$ cat config.mk
export PLATFORM = sky130hd
export DESIGN_NAME = div_unit_flat
export DESIGN_NICKNAME = d
export VERILOG_FILES = /design/src/rtl/div_unit_if.sv /design/src/rtl/div_unit.sv /design/src/flat_wrapper.sv
export SDC_FILE = /design/constraint.sdc
export NUM_CORES = 1
export LEC_CHECK = 0
export BUFFER_PORTS_ARGS = -buffer_cell sky130_fd_sc_hd__buf_4
export CORE_UTILIZATION = 35
export CTS_BUF_LIST = sky130_fd_sc_hd__clkbuf_8
export DETAILED_ROUTE_END_ITERATION = 8
export PLACE_DENSITY_LB_ADDON = 0.25
export SETUP_SLACK_MARGIN = 0.4
export SYNTH_ARGS = -nofsm -noshare
export SYNTH_HDL_FRONTEND = slang
export SYNTH_SLANG_ARGS = --single-unit
$ cat constraint.sdc
create_clock -name clk -period 4.2 [get_ports clk]
set_clock_uncertainty 0.2 [all_clocks]
set_input_delay 0.42 -clock clk [delete_from_list [all_inputs] [get_ports clk]]
set_output_delay 0.42 -clock clk [all_outputs]
set_load 0.02 [all_outputs]
$ cat src/rtl/div_unit_if.sv
// Request/response bundle between the EX stage and the multi-cycle divider.
interface div_unit_if #(
  parameter int DATA_W = 32
);
  logic                  start_i;
  logic                  annul_i;
  logic                  signed_div_i;
  logic [DATA_W-1:0]     opdata1_i;
  logic [DATA_W-1:0]     opdata2_i;
  logic [2*DATA_W-1:0]   result_o;
  logic                  ready_o;
  logic                  stallreq_o;

  // EX side: issues the request and consumes the result
  modport master (
    output start_i, annul_i, signed_div_i, opdata1_i, opdata2_i,
    input  result_o, ready_o, stallreq_o
  );

  // Divider side
  modport slave (
    input  start_i, annul_i, signed_div_i, opdata1_i, opdata2_i,
    output result_o, ready_o, stallreq_o
  );
endinterface

$ cat src/rtl/div_unit.sv
// Radix-2 restoring divider for DIV/DIVU, one quotient bit per cycle.
// Operands are converted to magnitudes on acceptance and the signs are
// re-applied once the unsigned quotient/remainder are complete.
module div_unit #(
  parameter int DATA_W = 32,
  parameter int ITER   = DATA_W
) (
  input  logic       clk,
  input  logic       rst,
  div_unit_if.slave  bus
);

  localparam int CNT_W = $clog2(ITER + 1);

  localparam logic [1:0] ST_FREE    = 2'b00;
  localparam logic [1:0] ST_DIVZERO = 2'b01;
  localparam logic [1:0] ST_ON      = 2'b10;
  localparam logic [1:0] ST_END     = 2'b11;

  logic [1:0]          state;
  logic [CNT_W-1:0]    cnt;
  logic [DATA_W-1:0]   rem_q;
  logic [DATA_W-1:0]   quo_q;
  logic [DATA_W-1:0]   divisor_q;
  logic                neg_quo_q;
  logic                neg_rem_q;
  logic [2*DATA_W-1:0] result_q;
  logic                ready_q;

  logic                neg1;
  logic                neg2;
  logic [DATA_W-1:0]   abs1;
  logic [DATA_W-1:0]   abs2;
  logic [DATA_W+1:0]   trial;
  logic                trial_neg;
  logic [DATA_W-1:0]   quo_fixed;
  logic [DATA_W-1:0]   rem_fixed;

  assign neg1 = bus.signed_div_i & bus.opdata1_i[DATA_W-1];
  assign neg2 = bus.signed_div_i & bus.opdata2_i[DATA_W-1];
  assign abs1 = neg1 ? (~bus.opdata1_i + 1'b1) : bus.opdata1_i;
  assign abs2 = neg2 ? (~bus.opdata2_i + 1'b1) : bus.opdata2_i;

  // The shifted partial remainder always fits in DATA_W+1 bits because the
  // remainder stays below the divisor; one extra bit carries the borrow.
  assign trial     = {1'b0, rem_q, quo_q[DATA_W-1]} - {2'b00, divisor_q};
  assign trial_neg = trial[DATA_W+1];

  assign quo_fixed = neg_quo_q ? (~quo_q + 1'b1) : quo_q;
  assign rem_fixed = neg_rem_q ? (~rem_q + 1'b1) : rem_q;

  assign bus.result_o   = result_q;
  assign bus.ready_o    = ready_q;
  assign bus.stallreq_o = bus.start_i & ~ready_q;

  // Request acceptance, iteration, sign fix-up and result hand-off
  always_ff @(posedge clk) begin
    if (rst) begin
      state     <= ST_FREE;
      cnt       <= '0;
      rem_q     <= '0;
      quo_q     <= '0;
      divisor_q <= '0;
      neg_quo_q <= 1'b0;
      neg_rem_q <= 1'b0;
      result_q  <= '0;
      ready_q   <= 1'b0;
    end else begin
      case (state)
        ST_FREE: begin
          ready_q  <= 1'b0;
          result_q <= '0;
          if (bus.start_i && !bus.annul_i) begin
            if (bus.opdata2_i == '0) begin
              state <= ST_DIVZERO;
            end else begin
              state     <= ST_ON;
              cnt       <= '0;
              rem_q     <= '0;
              quo_q     <= abs1;
              divisor_q <= abs2;
              neg_quo_q <= neg1 ^ neg2;
              neg_rem_q <= neg1;
            end
          end
        end
        ST_DIVZERO: begin
          if (bus.annul_i) begin
            state <= ST_FREE;
          end else begin
            rem_q     <= '0;
            quo_q     <= '0;
            neg_quo_q <= 1'b0;
            neg_rem_q <= 1'b0;
            state     <= ST_END;
          end
        end
        ST_ON: begin
          if (bus.annul_i) begin
            state <= ST_FREE;
            cnt   <= '0;
          end else begin
            if (trial_neg) begin
              rem_q <= {rem_q[DATA_W-2:0], quo_q[DATA_W-1]};
              quo_q <= {quo_q[DATA_W-2:0], 1'b0};
            end else begin
              rem_q <= trial[DATA_W-1:0];
              quo_q <= {quo_q[DATA_W-2:0], 1'b1};
            end
            cnt <= cnt + 1'b1;
            if (cnt == CNT_W'(ITER - 1)) begin
              state <= ST_END;
            end
          end
        end
        ST_END: begin
          if (bus.annul_i || !bus.start_i) begin
            state    <= ST_FREE;
            ready_q  <= 1'b0;
            result_q <= '0;
          end else begin
            result_q <= {rem_fixed, quo_fixed};
            ready_q  <= 1'b1;
          end
        end
        default: state <= ST_FREE;
      endcase
    end
  end

endmodule
$ cat src/flat_wrapper.sv
// flat-port wrapper written by rule: the top's interface ports become plain ports
module div_unit_flat 
#(
  parameter int DATA_W = 32,
  parameter int ITER   = DATA_W
)
  (clk, rst, bus_start_i, bus_annul_i, bus_signed_div_i, bus_opdata1_i, bus_opdata2_i, bus_result_o, bus_ready_o, bus_stallreq_o);
  div_unit_if #(.DATA_W(DATA_W)) bus_i ();
  input  logic clk;
  input  logic rst;
  input wire logic [$bits(bus_i.start_i)-1:0] bus_start_i;
  input wire logic [$bits(bus_i.annul_i)-1:0] bus_annul_i;
  input wire logic [$bits(bus_i.signed_div_i)-1:0] bus_signed_div_i;
  input wire logic [$bits(bus_i.opdata1_i)-1:0] bus_opdata1_i;
  input wire logic [$bits(bus_i.opdata2_i)-1:0] bus_opdata2_i;
  output wire logic [$bits(bus_i.result_o)-1:0] bus_result_o;
  output wire logic [$bits(bus_i.ready_o)-1:0] bus_ready_o;
  output wire logic [$bits(bus_i.stallreq_o)-1:0] bus_stallreq_o;
  assign bus_i.start_i = bus_start_i;
  assign bus_i.annul_i = bus_annul_i;
  assign bus_i.signed_div_i = bus_signed_div_i;
  assign bus_i.opdata1_i = bus_opdata1_i;
  assign bus_i.opdata2_i = bus_opdata2_i;
  assign bus_result_o = bus_i.result_o;
  assign bus_ready_o = bus_i.ready_o;
  assign bus_stallreq_o = bus_i.stallreq_o;
  div_unit #(.DATA_W(DATA_W), .ITER(ITER)) u_core (.clk(clk), .rst(rst), .bus(bus_i));
endmodule
==> impl_results.md, run 1 <==
* Via count at 9567
* CTS tree: built
* P&R area growth vs syn at 17.34%
* Required time of the critical path at 4.37 ns
* DRT Pass-1 Iters at 5
* Critical Path Fanout Max at 6
* Type of the worst setup path: register to register
* Sequential share of the synthesized area at 0.3252
* Worst setup SP type: register
* Fillers at 3107
* Syn Area/Cell at 8.060 um2
* Post-synth ARST share at 0
* CTS clk-pin slew, worst paths at 0.09 ns
* Warnings from Yosys at 0
* Final hold violation count at 0
* CTS HTree Levels at 4
* Final Setup Violations at 0
* Share of total power in sequential cells at 0.352
* Flops & latches, synth at 171
* Slowest cell on crit path: or4_1
* RSZ-0062 raised after global routing: true
* Tcrit/Tclk final at 0.8774
* Leak pwr at 5.056 nW
* Die Area at 30770 um2
* Hold Crit Class: primary input to register
* Final Hold Slack at 0.03900 ns
* Layout cell share with drive strength beyond 1 at 0.1515
* Post-synth EDFFs at 0
* Peak supply drop at 0.2706 mV
* Max frequency at 271.4 MHz
* I/O Buffers at 134
* Most frequent cells after synthesis: dfxtp_1 (171), nor2_1 (159), o21ai_0 (90), nand2_1 (86), xnor2_1 (83)
* Sw Pwr at 2.508 mW
* CTS max path bufs at 2
* Max-cap violations at 0
* Clk pwr share at 0.207
* Die width at 175.4 um
* Cells after Synth at 1306
* Root buf cell: clkbuf_8
* Cell area power density at 476.3 nW/um2
* Final Max Slew Viols at 0
* Cell row count at 63
* Fin crit period at 3.685 ns
* Die Height at 175.4 um
* Worst Path Buf+Inv at 0
* Post-synth top area cell: dfxtp_1
* DR DRC count at 0
* Initial Utilization at 0.3552
* Post-Route Utilization at 0.4168
* Gpl congestion at 0.8923
* Top-count cell post-synth: dfxtp_1
* Worst Tran Pin Value at 1.044 ns
* Met3 Track Usage GR at 0.02684
* Via density at 5.289
* GRT Overall Usage at 0.1884
* Nets at 1517
* Proportion of netlist area held by the largest area contributor at 0.3252
* PostCTS Resize Cnt at 0
* Cell variety after synth at 60
* GR peak layer: met1
* Largest net degree at the start of global routing at 64
* Met2 Resource Use GR at 0.2803
* Detailed Place HPWL at 21610 um
* Synthesized net count at 1417
* Max-Slew Margin vs Limit at 0.3040
* Clk sink count at 171
* Core area at 29640 um2
* IO Count at 135
* Final cell count without fillers at 1809
* Status: finished, final reports clean
* Synthesized area at 10530 um2
* P_int at 3.375 mW
* Max incr delay on CP at 0.54 ns
* Post-CTS Setup Bufs at 0
* Synth top area cells: dfxtp_1 (33%), xnor2_1 (6.9%), nor2_1 (5.7%)
* Worst-Skew Late Latency at 0.48 ns
* Global-route wire length before repair at 46690 um
* DRT iter0 DRCs at 773
* Setup crit end kind: register
* CP Cell Sequence: or4_1 > or4_4 > or4_1 > or2_1 > or3_4 > or3_4 > o31ai_4 > xnor2_1 > a22o_1
* Switching power share of the total at 0.4263
* Hold_buf cts at 0
* Number of buffers created by CTS at 17
* Ant diodes at 0
* Vias in the first global route at 8709
* Arrival time worst endpoint at 3.85 ns
* M1 GR Usage at 0.2810
* Post-Route WL at 29080 um
* CP top delay family: simple AND/OR/NAND/NOR gates
* Main synth FF type: dfxtp_1
* GRT overflow at 0
* Logic pwr share at 0.440
* Initial antenna violation count at 0
* Routed WL per cell at 16.08 um
* Final setup TNS at 0 ns
* Post-DRT Antenna Nets at 0
* Placed insts at 1777
flip-flops by register name (all words and copies together), names as in the netlist:
register             cells
u_core.bus.result_o     64
u_core.divisor_q        32
u_core.quo_q            32
u_core.rem_q            32
u_core.cnt               6
u_core.state             2
u_core.bus.ready_o       1
u_core.neg_quo_q         1
u_core.neg_rem_q         1
worst reg2reg max path: cells and delay by family (launching register included):
family / cells / cell delay [ns]
xor+xnor: 1 / 0.10
flops: 1 / 0.36
compound gates: 2 / 0.41
simple gates: 6 / 2.53
final timing paths:
kind	startpoint	to	slack, ns	cells past startpoint
setup / recovery	u_core.rem_q[0]	u_core.bus.result_o[59]	0.52	9
setup reg to reg	u_core.rem_q[0]	u_core.bus.result_o[59]	0.52	9
hold / removal	bus_opdata2_i[0]	u_core.divisor_q[0]	0.04	3
hold reg to reg	u_core.bus.result_o[27]	u_core.bus.result_o[27]	0.29	1
logic make-up after synthesis:
kind of cell               Yosys count  share of synthesized area
buffers and inverters              134                    0.04802
xor gates and xnor gates           146                     0.1215
adders and majority gates           42                    0.05064
muxes                               26                    0.02472
and+or+nand+nor                    375                     0.1676
DFF                                171                     0.3252
AOI/OAI and AO/OA                  412                     0.2623
area by class of cell:
class                      count  area [um2]  area share
inverter                      57       214.0     0.01732
clock inverter                15       163.9     0.01327
timing repair buffer         158        1199     0.09704
sequential                   171        3428      0.2776
multi-input combinational   1001        6625      0.5364
clock buffer                  17       234.0     0.01894
tap                          390       488.0     0.03951
power groups by stage:
stage                     Clock [mW]  Sequential [mW]  Combinational [mW]
after floorplan                    0             2.03                1.93
after global placement             0             2.10                2.55
after detailed placement           0             2.11                2.57
after CTS                       1.26             2.07                2.58
after global routing            1.32             2.11                2.88
final                           1.22             2.07                2.59
per-layer routing:
| metal | vias up | share of wire |
|---|---|---|
| met5 | - | 0 |
| met4 | 0 | 0.016 |
| met3 | 28 | 0.044 |
| met2 | 219 | 0.42 |
| met1 | 4396 | 0.52 |
| li1 | 4924 | - |
cells in the final DEF (no fill, tap or decap), types with 18 or more instances in the layout:
master and n:
inv_1 56, ha_1 40, mux2i_1 26, o31ai_1 20, xnor2_1 83, dfxtp_1 167, nor2_1 159, a21oi_1 77
o21ai_0 90, nand2_1 86, xor2_1 63, a22o_1 24, a22oi_1 60, a211oi_1 44, nor3_1 18, buf_4 157
stage by stage:
stage	instance area [um2]	power, mW	worst slack [ns]
after global routing	12350	6.310	0.3793
after detailed placement	11950	4.675	0.2353
after floorplan	10530	3.964	0.6347
after CTS	12350	5.906	0.4828
final	12350	5.883	0.5151
after global placement	11950	4.649	0.3153
Note: power is estimated with default switching activity, not from simulation.
==> run 2: changes to the inputs <==
- CELL_PAD_IN_SITES_DETAIL_PLACEMENT: default -> 1
- CELL_PAD_IN_SITES_GLOBAL_PLACEMENT: default -> 1
- HOLD_SLACK_MARGIN: default -> 0.03
==> run 2 against run 1 <==
Cell area is 0.50% higher; flip-flop and latch count stayed put; critical path depth stayed put; clock power is 8% lower; register-to-register slack hardly changed; sequential share of layout area is 0.15 points lower; power is 0.23% higher; die area stayed put.
==> impl_results.md, run 2 (same netlist as run 1, synthesis figures left out) <==
* Via density at 5.485
* Clk sink count at 171
* Post-CTS Setup Bufs at 0
* Commonest cells after routing, fill and taps aside: dfxtp_1 (168), buf_4 (163), nor2_1 (159), o21ai_0 (90), nand2_1 (86)
* Post-Place Setup Slack at 0.2956 ns
* Slowest cell on crit path: or4_4
* Max frequency at 271.0 MHz
* Cell area power density at 475.0 nW/um2
* Hold Crit Class: primary input to register
* Setup crit end kind: register
* Nets at 1527
* Layout cell share with drive strength beyond 1 at 0.1540
* Detailed Place HPWL at 24320 um
* Gpl congestion at 0.8266
* Arrival time worst endpoint at 3.83 ns
* Reg area at 3427 um2
* Cell row count at 63
* Setup ws final at 0.5101 ns
* Max-cap violations at 0
* Max reg flops at 64
* Via count at 9977
* CP Cell Sequence: or4_4 > or4_4 > or3_4 > or4_4 > or3_4 > o31ai_2 > xnor2_1 > a22oi_1 > nor2_1
* Initial antenna violation count at 0
* IO Count at 135
* Global-route wire length before repair at 52160 um
* Critical Path Fanout Max at 7
* Number of buffers created by CTS at 17
* DR DRC count at 0
* Type of the worst setup path: register to register
* Routed WL per cell at 17.61 um
* Worst Path Buf+Inv at 0
* DRT iter0 DRCs at 526
* Final Setup Violations at 0
* Worst Tran Pin Value at 1.017 ns
* Final Max Slew Viols at 0
* Worst-Skew Late Latency at 0.47 ns
* Core area at 29640 um2
* Initial Utilization at 0.3552
* CP most frequent cell: or4_4
* Die Height at 175.4 um
* Max-Slew Margin vs Limit at 0.3186
* CTS HTree Levels at 4
* Most common cell after layout, fill and taps aside: dfxtp_1
* Largest net degree at the start of global routing at 64
* Post-DRT Antenna Nets at 0
* GRT Overall Usage at 0.2105
* Fin crit period at 3.690 ns
* Required time of the critical path at 4.34 ns
* Final hold violation count at 0
* Tcrit/Tclk final at 0.8785
* I/O Buffers at 134
* DRT Pass-1 Iters at 5
* Ant diodes at 0
* Peak supply drop at 0.4570 mV
* Leak pwr at 5.080 nW
* GRT overflow at 0
* Worst setup SP type: register
* Area of the multi-input gates at 6625 um2
* P&R area growth vs syn at 17.93%
* CTS clk-pin slew, worst paths at 0.10 ns
* Status: finished, final reports clean
* Max incr delay on CP at 0.58 ns
* Die width at 175.4 um
* RSZ-0062 raised after global routing: true
* CTS max path bufs at 2
* Fillers at 3641
* Root buf cell: clkbuf_8
* Die Area at 30770 um2
* CTS tree: built
* Final setup TNS at 0 ns
* CP top delay family: simple AND/OR/NAND/NOR gates
* Post-Route WL at 32040 um
* Vias in the first global route at 9787
run 2: cell count changes in the layout (fill, tap and decap cells not counted), sizes merged, moves of 3 or more:
cell / before / now
buf: 158 / 165
clkinvlp: 0 / 4
clkbuf: 17 / 20
clkinv: 8 / 5
dlygate4sd3: 0 / 3
run 2: where the power goes:
part,internal [mW],total (mW),switching (mW)
clock network,0.462,1.12,0.662
logic,1.03,2.70,1.66
registers,1.82,2.08,0.253
total,3.32,5.90,2.58
run 2: timing repair:
| action | in CTS | in global routing |
|---|---|---|
| hold endpoints to repair | 3 | 0 |
| gates resized for setup | 0 | 3 |
| endpoints found under the setup margin | 0 | 2 |
| hold buffers | 3 | 0 |
run 2: cell type report:
type	count	area share
clock buffers	20	0.02218
clock inverters	12	0.007257
inverters	57	0.01724
multi-input cells	1001	0.5337
flip-flops and latches	171	0.2761
well taps	390	0.03931
repair buffers	168	0.1042
run 2: worst paths after layout:
kind	startpoint	end	slack, ns	cells after the start
setup / recovery	u_core.quo_q[2]	u_core.bus.result_o[29]	0.51	9
hold / removal	bus_opdata2_i[22]	u_core.divisor_q[22]	0.06	3
setup reg to reg	u_core.quo_q[2]	u_core.bus.result_o[29]	0.51	9
hold reg to reg	u_core.bus.result_o[57]	u_core.bus.result_o[57]	0.29	1
run 2: per-stage QoR:
stage / area [um2] / hold slack, ns / util / cells / power, mW
floorplan: 10530 / 0.2583 / - / 1306 / 3.964
global placement: 12010 / 0.2656 / 0.4054 / 1784 / 4.717
detailed placement: 12010 / 0.2697 / 0.4054 / 1784 / 4.796
CTS: 12410 / 0.03342 / 0.4187 / 1819 / 5.937
global route: 12410 / 0.04456 / 0.4188 / 1819 / 6.313
finish: 12410 / 0.06215 / 0.4188 / 1819 / 5.896
run 2: layer usage:
layer  global-route usage  part of all wire
met4              0.04855            0.0096
met1               0.3029              0.51
met2               0.3335              0.45
met5                    0                 0
met3              0.02511             0.031
run 2: worst reg2reg max path, cell delays in order (launching register included):
cell	delay, ns
dfxtp_2	0.37
or4_4	0.58
or4_4	0.54
or3_4	0.41
or4_4	0.54
or3_4	0.39
o31ai_2	0.22
xnor2_1	0.09
a22oi_1	0.16
nor2_1	0.06
